`config.mk`:
```
export PLATFORM = sky130hd
export DESIGN_NAME = game_sequencer_flat
export DESIGN_NICKNAME = d
export VERILOG_FILES = /design/src/rtl/game_pkg.sv /design/src/rtl/game_sequencer_if.sv /design/src/rtl/frame_step_timer.sv /design/src/rtl/game_sequencer.sv /design/src/flat_wrapper.sv
export SDC_FILE = /design/constraint.sdc
export NUM_CORES = 1
export LEC_CHECK = 0
export CORE_ASPECT_RATIO = 1.1
export CORE_MARGIN = 2
export CORE_UTILIZATION = 55
export DETAILED_ROUTE_END_ITERATION = 10
export HOLD_SLACK_MARGIN = 0.05
export PLACE_DENSITY = 0.78
export SYNTH_ARGS = -nofsm -noshare
export SYNTH_HDL_FRONTEND = slang
export SYNTH_SLANG_ARGS = --single-unit
export TNS_END_PERCENT = 100
```
`constraint.sdc`:
```
create_clock -name clk -period 3.37 [get_ports clk]
set_clock_uncertainty 0.15 [all_clocks]
set_input_delay 0.337 -clock clk [delete_from_list [all_inputs] [get_ports clk]]
set_output_delay 0.337 -clock clk [all_outputs]
set_load 0.01 [all_outputs]
```
`src/rtl/game_pkg.sv`:
```
// Shared types, widths and tuning constants for the game-flow sequencer.
package game_pkg;

    localparam int unsigned BASE_PERIOD  = 6;
    localparam int unsigned MIN_PERIOD   = 2;
    localparam int unsigned LEVEL_SCORE  = 10;
    localparam int unsigned MAX_LEVEL    = 3;
    localparam int unsigned CRASH_FRAMES = 60;
    localparam int unsigned FLASH_FRAMES = 8;

    localparam int unsigned SCORE_W     = 8;
    localparam int unsigned LEVEL_W     = 2;
    localparam int unsigned THRESH_W    = SCORE_W + 1;
    localparam int unsigned PERIOD_W    = $clog2(BASE_PERIOD + 1);
    localparam int unsigned CRASH_CNT_W = $clog2(CRASH_FRAMES);
    localparam int unsigned FLASH_CNT_W = $clog2(FLASH_FRAMES);

    typedef enum logic [1:0] {
        StIdle  = 2'd0,
        StPlay  = 2'd1,
        StCrash = 2'd2,
        StOver  = 2'd3
    } state_e;

    // Frames per step shrink with level but never drop below the floor.
    function automatic logic [PERIOD_W-1:0] period_for(input logic [LEVEL_W-1:0] level);
        if (32'(level) + MIN_PERIOD >= BASE_PERIOD) return PERIOD_W'(MIN_PERIOD);
        return PERIOD_W'(BASE_PERIOD - 32'(level));
    endfunction

endpackage

```
`src/rtl/game_sequencer_if.sv`:
```
// Control/status bundle between the sequencer and the rest of the game.
interface game_sequencer_if import game_pkg::*; ();

    logic               start;
    logic               frame_start;
    logic               crash;
    logic [SCORE_W-1:0] score;
    state_e             state;
    logic               step_en;
    logic               clear;
    logic               game_over;
    logic               flash;
    logic [LEVEL_W-1:0] level;

    modport master (
        output start, frame_start, crash, score,
        input  state, step_en, clear, game_over, flash, level
    );

    modport slave (
        input  start, frame_start, crash, score,
        output state, step_en, clear, game_over, flash, level
    );

endinterface

```
`src/rtl/frame_step_timer.sv`:
```
// Counts frame pulses while enabled and emits a registered step pulse every `period` frames.
module frame_step_timer import game_pkg::*; (
    input  logic                clk,
    input  logic                reset,
    input  logic                enable,
    input  logic                restart,
    input  logic                frame_start,
    input  logic [PERIOD_W-1:0] period,
    output logic                step_en
);

    logic [PERIOD_W-1:0] cnt_q, cnt_d;
    logic                step_q, step_d;

    always_comb begin
        cnt_d  = cnt_q;
        step_d = 1'b0;
        if (restart) begin
            cnt_d = '0;
        end else if (enable && frame_start) begin
            // >= guards against a period shrinking below the current count
            if (cnt_q >= period - PERIOD_W'(1)) begin
                cnt_d  = '0;
                step_d = 1'b1;
            end else begin
                cnt_d = cnt_q + PERIOD_W'(1);
            end
        end
    end

    always_ff @(posedge clk or posedge reset) begin
        if (reset) begin
            cnt_q  <= '0;
            step_q <= 1'b0;
        end else begin
            cnt_q  <= cnt_d;
            step_q <= step_d;
        end
    end

    assign step_en = step_q;

endmodule

```
`src/rtl/game_sequencer.sv`:
```
// Game-flow FSM (IDLE/PLAY/CRASH/OVER) with frame-locked object stepping,
// difficulty levels and the crash flash sequence.
module game_sequencer import game_pkg::*; (
    input logic             clk,
    input logic             reset,
    game_sequencer_if.slave bus
);

    state_e                 state_q, state_d;
    logic                   start_q;
    logic                   start_rise;
    logic                   go_play, go_crash, go_over;
    logic                   step_en;
    logic                   clear_q;
    logic [LEVEL_W-1:0]     level_q;
    logic [THRESH_W-1:0]    thresh_q;
    logic [CRASH_CNT_W-1:0] crash_cnt_q;
    logic [FLASH_CNT_W-1:0] flash_cnt_q;
    logic                   flash_q;

    assign start_rise = bus.start & ~start_q;

    always_comb begin
        state_d  = state_q;
        go_play  = 1'b0;
        go_crash = 1'b0;
        go_over  = 1'b0;
        unique case (state_q)
            StIdle, StOver: begin
                if (start_rise) begin
                    state_d = StPlay;
                    go_play = 1'b1;
                end
            end
            StPlay: begin
                if (bus.crash) begin
                    state_d  = StCrash;
                    go_crash = 1'b1;
                end
            end
            StCrash: begin
                if (bus.frame_start && crash_cnt_q == CRASH_CNT_W'(CRASH_FRAMES - 1)) begin
                    state_d = StOver;
                    go_over = 1'b1;
                end
            end
        endcase
    end

    always_ff @(posedge clk or posedge reset) begin
        if (reset) begin
            state_q <= StIdle;
            start_q <= 1'b0;
        end else begin
            state_q <= state_d;
            start_q <= bus.start;
        end
    end

    // A crash in the same cycle as a due frame suppresses that step.
    frame_step_timer u_timer (
        .clk         (clk),
        .reset       (reset),
        .enable      (state_q == StPlay && !bus.crash),
        .restart     (go_play | go_crash),
        .frame_start (bus.frame_start),
        .period      (period_for(level_q)),
        .step_en     (step_en)
    );

    always_ff @(posedge clk or posedge reset) begin
        if (reset) begin
            clear_q  <= 1'b0;
            level_q  <= '0;
            thresh_q <= THRESH_W'(LEVEL_SCORE);
        end else begin
            clear_q <= go_play;
            if (go_play) begin
                level_q  <= '0;
                thresh_q <= THRESH_W'(LEVEL_SCORE);
            end else if (step_en && {1'b0, bus.score} >= thresh_q &&
                         level_q < LEVEL_W'(MAX_LEVEL)) begin
                level_q  <= level_q + LEVEL_W'(1);
                thresh_q <= thresh_q + THRESH_W'(LEVEL_SCORE);
            end
        end
    end

    always_ff @(posedge clk or posedge reset) begin
        if (reset) begin
            crash_cnt_q <= '0;
            flash_cnt_q <= '0;
            flash_q     <= 1'b0;
        end else if (go_crash) begin
            crash_cnt_q <= '0;
            flash_cnt_q <= '0;
            flash_q     <= 1'b1;
        end else if (state_q == StCrash && bus.frame_start) begin
            if (go_over) begin
                crash_cnt_q <= '0;
                flash_cnt_q <= '0;
                flash_q     <= 1'b0;
            end else begin
                crash_cnt_q <= crash_cnt_q + CRASH_CNT_W'(1);
                if (flash_cnt_q == FLASH_CNT_W'(FLASH_FRAMES - 1)) begin
                    flash_cnt_q <= '0;
                    flash_q     <= ~flash_q;
                end else begin
                    flash_cnt_q <= flash_cnt_q + FLASH_CNT_W'(1);
                end
            end
        end
    end

    assign bus.state     = state_q;
    assign bus.step_en   = step_en;
    assign bus.clear     = clear_q;
    assign bus.game_over = (state_q == StCrash) || (state_q == StOver);
    assign bus.flash     = flash_q;
    assign bus.level     = level_q;

endmodule

```
`src/flat_wrapper.sv`:
```
// flat-port wrapper written by rule: the top's interface ports become plain ports
module game_sequencer_flat import game_pkg::*;
  (clk, reset, bus_start, bus_frame_start, bus_crash, bus_score, bus_state, bus_step_en, bus_clear, bus_game_over, bus_flash, bus_level);
  game_sequencer_if bus_i ();
  input logic clk;
  input logic reset;
  input wire logic [$bits(bus_i.start)-1:0] bus_start;
  input wire logic [$bits(bus_i.frame_start)-1:0] bus_frame_start;
  input wire logic [$bits(bus_i.crash)-1:0] bus_crash;
  input wire logic [$bits(bus_i.score)-1:0] bus_score;
  output wire logic [$bits(bus_i.state)-1:0] bus_state;
  output wire logic [$bits(bus_i.step_en)-1:0] bus_step_en;
  output wire logic [$bits(bus_i.clear)-1:0] bus_clear;
  output wire logic [$bits(bus_i.game_over)-1:0] bus_game_over;
  output wire logic [$bits(bus_i.flash)-1:0] bus_flash;
  output wire logic [$bits(bus_i.level)-1:0] bus_level;
  assign bus_i.start = bus_start;
  assign bus_i.frame_start = bus_frame_start;
  assign bus_i.crash = bus_crash;
  assign bus_i.score = bus_score;
  assign bus_state = bus_i.state;
  assign bus_step_en = bus_i.step_en;
  assign bus_clear = bus_i.clear;
  assign bus_game_over = bus_i.game_over;
  assign bus_flash = bus_i.flash;
  assign bus_level = bus_i.level;
  game_sequencer u_core (.clk(clk), .reset(reset), .bus(bus_i));
endmodule
```
== Word-level counts from Yosys, hierarchy flattened ==
Cells that the tools add are included.
W data, S select, Z words.

* Output and inout bits: 8
* Register bits: 29
* Input bits: 13
* Logic and storage cells: 84

* Bitwise gates (word level): 4
* Add/subtract/negate cells: 8
* Order comparisons: 4
* Reductions and logical operators: 16
* Mux-type cells: 34
* Equality and inequality tests: 8

{| class="wikitable"
|+ Operators with widths
! cell !! number
|-
| $ge A32 B3 Y1 const B || 1
|-
| $mux W3 || 9
|-
| $mux W6 || 3
|-
| $mux W9 || 2
|-
| $mux W1 || 14
|-
| $mux W2 || 5
|-
| $add A9 B4 Y9 const B || 1
|-
| $ge A8 B9 Y1 || 1
|-
| $add A3 B1 Y3 const B || 2
|-
| $add A6 B1 Y6 const B || 1
|-
| $eq A6 B6 Y1 const B || 1
|-
| $logic_and A1 B1 Y1 || 6
|-
| $pmux W2 S3 || 1
|-
| $reduce_bool A2 Y1 || 3
|-
| $eq A2 B2 Y1 const B || 2
|-
| $ne A2 B1 Y1 const B || 2
|-
| $add A2 B2 Y3 const B || 1
|-
| $eq A3 B3 Y1 const B || 1
|-
| $ge A3 B3 Y1 || 1
|-
| $reduce_and A3 Y1 || 1
|-
| $reduce_bool A3 Y1 || 1
|-
| $sub A3 B1 Y3 const B || 1
|-
| $sub A3 B2 Y3 const A || 1
|-
| $add A2 B1 Y2 const B || 1
|-
| 11 further kinds || 12
|}

== Logic depth before layout (Yosys ltp) ==
* Word-level depth: 9
* Gate-level depth with buffers: 9
* Gate-level depth less buffers: 9

== Hierarchy ==
Synthesis repeated with hierarchy kept, for this count alone.

* Cells, all modules: 185
* Area, all modules: 1715.4 um^2

{| class="wikitable"
|+ By module, submodules not included
! module !! area an instance (um^2) !! cells an instance !! instances
|-
| game_sequencer || 1437.6 || 156 || 1
|-
| frame_step_timer || 277.8 || 29 || 1
|}

== Worst setup path before layout ==
No wires, ideal clock.

* Kind: reg-to-reg
* From: register u_core.level_q[0], in the netlist u_core.bus.level[0]
* To: register u_core.u_timer.step_q, in the netlist u_core.u_timer.step_en
* Data arrival time: 1.725 ns
* Cell stages (with the launch flop): 8
* Setup time: 0.127 ns
* Slack: 1.368 ns
* Path buffers: 0
* Path through: dfrtp_1 -> inv_1 -> ha_1 -> xor2_1 -> ha_1 -> a21oi_1 -> o21ai_0 -> nor3b_1

* Word-level cells in the longest chain between the ends: 9
* Elaborated cells between the ends (all ways): 10

{| class="wikitable"
|+ RTL lines
! what !! line !! RTL
|-
| start, declared || game_sequencer.sv:15 || <nowiki>logic [LEVEL_W-1:0] level_q;</nowiki>
|-
| start signal, assigned || game_sequencer.sv:83 || <nowiki>level_q <= level_q + LEVEL_W'(1);</nowiki>
|-
| $add A2 B2 Y3 || game_pkg.sv:27 || <nowiki>if (32'(level) + MIN_PERIOD >= BASE_PERIOD) return PERIOD_W'(MIN_PERIOD);</nowiki>
|-
| $ge A32 B3 Y1 || game_pkg.sv:27 ||
|-
| $mux W1 || game_pkg.sv:27 ||
|-
| $mux W3 (*) || game_pkg.sv:28 || <nowiki>return PERIOD_W'(BASE_PERIOD - 32'(level));</nowiki>
|-
| $sub A3 B1 Y3 (*) || frame_step_timer.sv:22 || <nowiki>if (cnt_q >= period - PERIOD_W'(1)) begin</nowiki>
|-
| $ge A3 B3 Y1 (*) || frame_step_timer.sv:22 ||
|-
| $mux W1 (*) || frame_step_timer.sv:22 ||
|-
| $mux W1 (*) || frame_step_timer.sv:20 || <nowiki>end else if (enable && frame_start) begin</nowiki>
|-
| $mux W1 (*) || frame_step_timer.sv:18 || <nowiki>if (restart) begin</nowiki>
|-
| named net u_core.u_timer.step_d || frame_step_timer.sv:13 || <nowiki>logic step_q, step_d;</nowiki>
|-
| end signal, assigned || frame_step_timer.sv:37 || <nowiki>step_q <= step_d;</nowiki>
|-
| end, declared || frame_step_timer.sv:13 ||
|}

The timed path passes the listed nets; every way through them passes the cells marked *.
A chain may end at the register's enable or synchronous reset.

== Worst setup path after layout ==
* From: register u_core.state_q[0], in the netlist u_core.bus.state[0]
* To: output bus_game_over

* Word-level cells in the longest chain between the ends: 2
* Elaborated cells between the ends (all ways): 3

{| class="wikitable"
|+ RTL lines
! what !! line !! RTL
|-
| start, declared || game_sequencer.sv:9 || <nowiki>state_e state_q, state_d;</nowiki>
|-
| start signal, assigned || game_sequencer.sv:52 || <nowiki>state_q <= StIdle;</nowiki>
|-
| start signal, assigned || game_sequencer.sv:55 || <nowiki>state_q <= state_d;</nowiki>
|-
| $eq A2 B2 Y1 || game_sequencer.sv:118 || <nowiki>assign bus.game_over = (state_q == StCrash) || (state_q == StOver);</nowiki>
|-
| $logic_or A1 B1 Y1 (*) || game_sequencer.sv:118 ||
|-
| end, declared || flat_wrapper.sv:14 || <nowiki>output wire logic [$bits(bus_i.game_over)-1:0] bus_game_over;</nowiki>
|}

Mark *: on every way between the ends. The rest lies on a longest branch, timed or not.

==> impl_metrics.tcl <==
set metrics [dict create \
    status "finished clean" \
    antenna_found_initial 0 \
    num_vias 1541 \
    utilization_pct 65.0 \
    slowest_delay_ps 480 \
    cp.arrival_ps 1980 \
    drt_iter0_markers 135 \
    die_x_microns 60.3 \
    wl_mm 3.81 \
    drv_slew 0 \
    finalSetupViolCount 0 \
    htree_levels 1 \
    max-cap-violations 0 \
    p_total_mw 1.26 \
    clockRootBuffer "clkbuf_4" \
    finalHoldViolations 0 \
    syn_area_per_cell_sq_um 9.48 \
    worstSetupStartpointType "flip-flop" \
    fin_hold_ws_ps 353 \
    synth_edf_count 0 \
    post-route-period-util_pct 73.2 \
    ios 21 \
    tritoncts "yes" \
    ys_seq_area_share_pct 36.7 \
    fin_crit_ps 2470 \
    slew-limit-headroom_pct 29.5 \
    worst_pin_slew_ps 1060 \
    ys_seq_elements 28 \
    clk_latency_ps 340 \
    cts_buffers 3 \
    synth_fp_nets 236 \
    grt_max_degree 29 \
    cts_sinks 28 \
    rows 22 \
    synth_area_leaders "dfrtp_1 (34%), ha_1 (14%), nand2_1 (5.1%)" \
    crit_slowest_cell "clkdlybuf4s50_1" \
    synth-warning-count 0 \
    postCtsSetupRepairBufs 0 \
    netlist_instances 202 \
    io_buffers 19 \
    die_y_microns 65.9 \
    grt_pass1_wl_mm 6.64 \
    async_flop_share_pct 100 \
    final_antenna_net_count 0 \
    coreArea_sq_um 3330 \
    postCtsHoldBufs 0 \
    grt.overflow.total 0 \
    initial_core_util_pct 57.5 \
    clkTransAtPathRegs_ps 150 \
    die_area_sq_um 3970 \
    diodes 0 \
    area_delta_synth_final_pct 13.1 \
    synth_top_area_share_pct 34.0 \
    cts_buffer_depth 2 \
    fillerInstances 273 \
    yosys.area.top_type "dfrtp_1" \
    critPathMaxFanout 10 \
    drc 0 \
    finalNetCount 254 \
    place.gp.congestion 0.833 \
    path_cells "inv_1 -> ha_1 -> or2_2 -> clkdlybuf4s50_1" \
    fmax_mhz 406 \
    wl_per_cell_microns 14.3 \
    first_pass_iters 4 \
    syn-cell-area_sq_um 1920 \
    routed_via_density 5.77 \
    critPathRequiredTime_ps 2880 \
    drive_gt1_share_pct 7.76 \
    cp-end-kind "output port" \
    rsz0062_at_grt "no" \
    grt_use_total_pct 21.8 \
    dp_hpwl_mm 3.01 \
    yosys_most_used_dff "dfrtp_1" \
    hold_path_class "in -> reg" \
    yosysUniqueCellTypes 44 \
    ctsResizeCount 0 \
    irDropWorstVdd_v 0.000356 \
    power_density_nw_per_um2 581 \
    tns_ps 0 \
    grt_pass1_vias 1559 \
    worstSetupPathType "reg -> out" \
    leakagePower_nw 0.982 \
]
[cell type report]
class / count / area [sq um] / share of cell area [%]
Sequential cell: 28 / 703 / 32.5
Timing Repair Buffer: 19 / 190 / 8.78
Inverter: 17 / 63.8 / 2.95
Tap cell: 48 / 60.1 / 2.77
Clock buffer: 4 / 26.3 / 1.21
Multi-Input combinational cell: 151 / 1120 / 51.8
[synth_stat cells (2+ instances only)]
cell,number
a211oi_1,2
a21o_1,3
a21oi_1,8
a22o_1,2
and2_1,2
and3_1,4
buf_2,3
clkbuf_1,3
dfrtp_1,26
dfstp_2,2
ha_1,21
inv_1,17
mux2i_1,8
nand2_1,26
nand2b_1,2
nand3_1,4
nand3b_1,3
nand4_1,7
nor2_1,11
nor2b_1,2
nor3b_1,2
o2111ai_1,6
o211ai_1,6
o21ai_0,6
or2_2,2
xor2_1,6
[cell usage in the layout, fill, tap and decap left out, types with 7 or more instances in the layout]
master / netlist / layout
a21oi_1: 8 / 8
clkdlybuf4s50_1: 0 / 19
dfrtp_1: 26 / 26
ha_1: 21 / 21
inv_1: 17 / 17
mux2i_1: 8 / 8
nand2_1: 26 / 26
nand4_1: 7 / 7
nor2_1: 11 / 11
[path summary, 6_finish.rpt]
check | from | end | slack, ps | depth (start not counted)
worst min-delay path | bus_start | u_core.start_q$_DFF_PP0_ | 350 | 1
min in group asynchronous | reset | u_core.bus.clear$_DFF_PP0_ | 380 | 2
worst min register to register | u_core.flash_cnt_q[0]$_DFFE_PP0P_ | u_core.flash_cnt_q[0]$_DFFE_PP0P_ | 380 | 1
max in group asynchronous | reset | u_core.crash_cnt_q[1]$_DFFE_PP0P_ | 2060 | 2
worst max register to register | u_core.bus.level[0]$_DFFE_PP0P_ | u_core.bus.level[1]$_DFFE_PP0P_ | 1010 | 5
worst max-delay path | u_core.bus.state[0]$_DFFE_PP0P_ | bus_game_over | 900 | 4
[critical path, delay by kind of cell, from the launching register on]
kind | cells | cell delay (ps)
buf+inv | 2 | 560
flops | 1 | 430
simple gates | 1 | 330
fa+ha+maj | 1 | 320
[sequential cells by signal (all words and copies together), names as in the netlist]
name,cells
u_core.thresh_q,8
u_core.crash_cnt_q,6
u_core.flash_cnt_q,3
u_core.u_timer.cnt_q,3
u_core.bus.level,2
u_core.bus.state,2
u_core.bus.clear,1
u_core.bus.flash,1
u_core.start_q,1
u_core.u_timer.step_en,1
[routing by layer]
metal / track usage [%] / vias to the layer above / routed length (microns)
met1: 24.4 / 752 / 1550
met4: 9.72 / 0 / 66
li1: - / 764 / -
met2: 40.6 / 18 / 2120
met5: 0 / - / 0
met3: 1.76 / 7 / 75
[power by group]
group	switching [mW]	leakage, nW	internal (mW)	total, mW
logic	0.336	0.607	0.275	0.611
clock network	0.101	0.0150	0.0467	0.148
registers	0.0791	0.360	0.420	0.500
[cells by family after synthesis]
logic type | share of synthesized area (%)
compound gates | 17.4
xor+xnor | 2.74
fa+ha+maj | 13.7
buf+inv | 4.70
flops | 36.7
mux | 4.77
simple gates | 19.9
[per-stage QoR]
step / setup WS (ps) / area (sq um) / instances
2_1_floorplan: 1370 / 1920 / 202
3_3_place_gp: 1060 / 2140 / 263
3_5_place_dp: 1010 / 2140 / 263
4_1_cts: 905 / 2170 / 267
5_1_grt: 824 / 2170 / 267
6_report: 905 / 2170 / 267
Power figures use the tool's default switching activity.
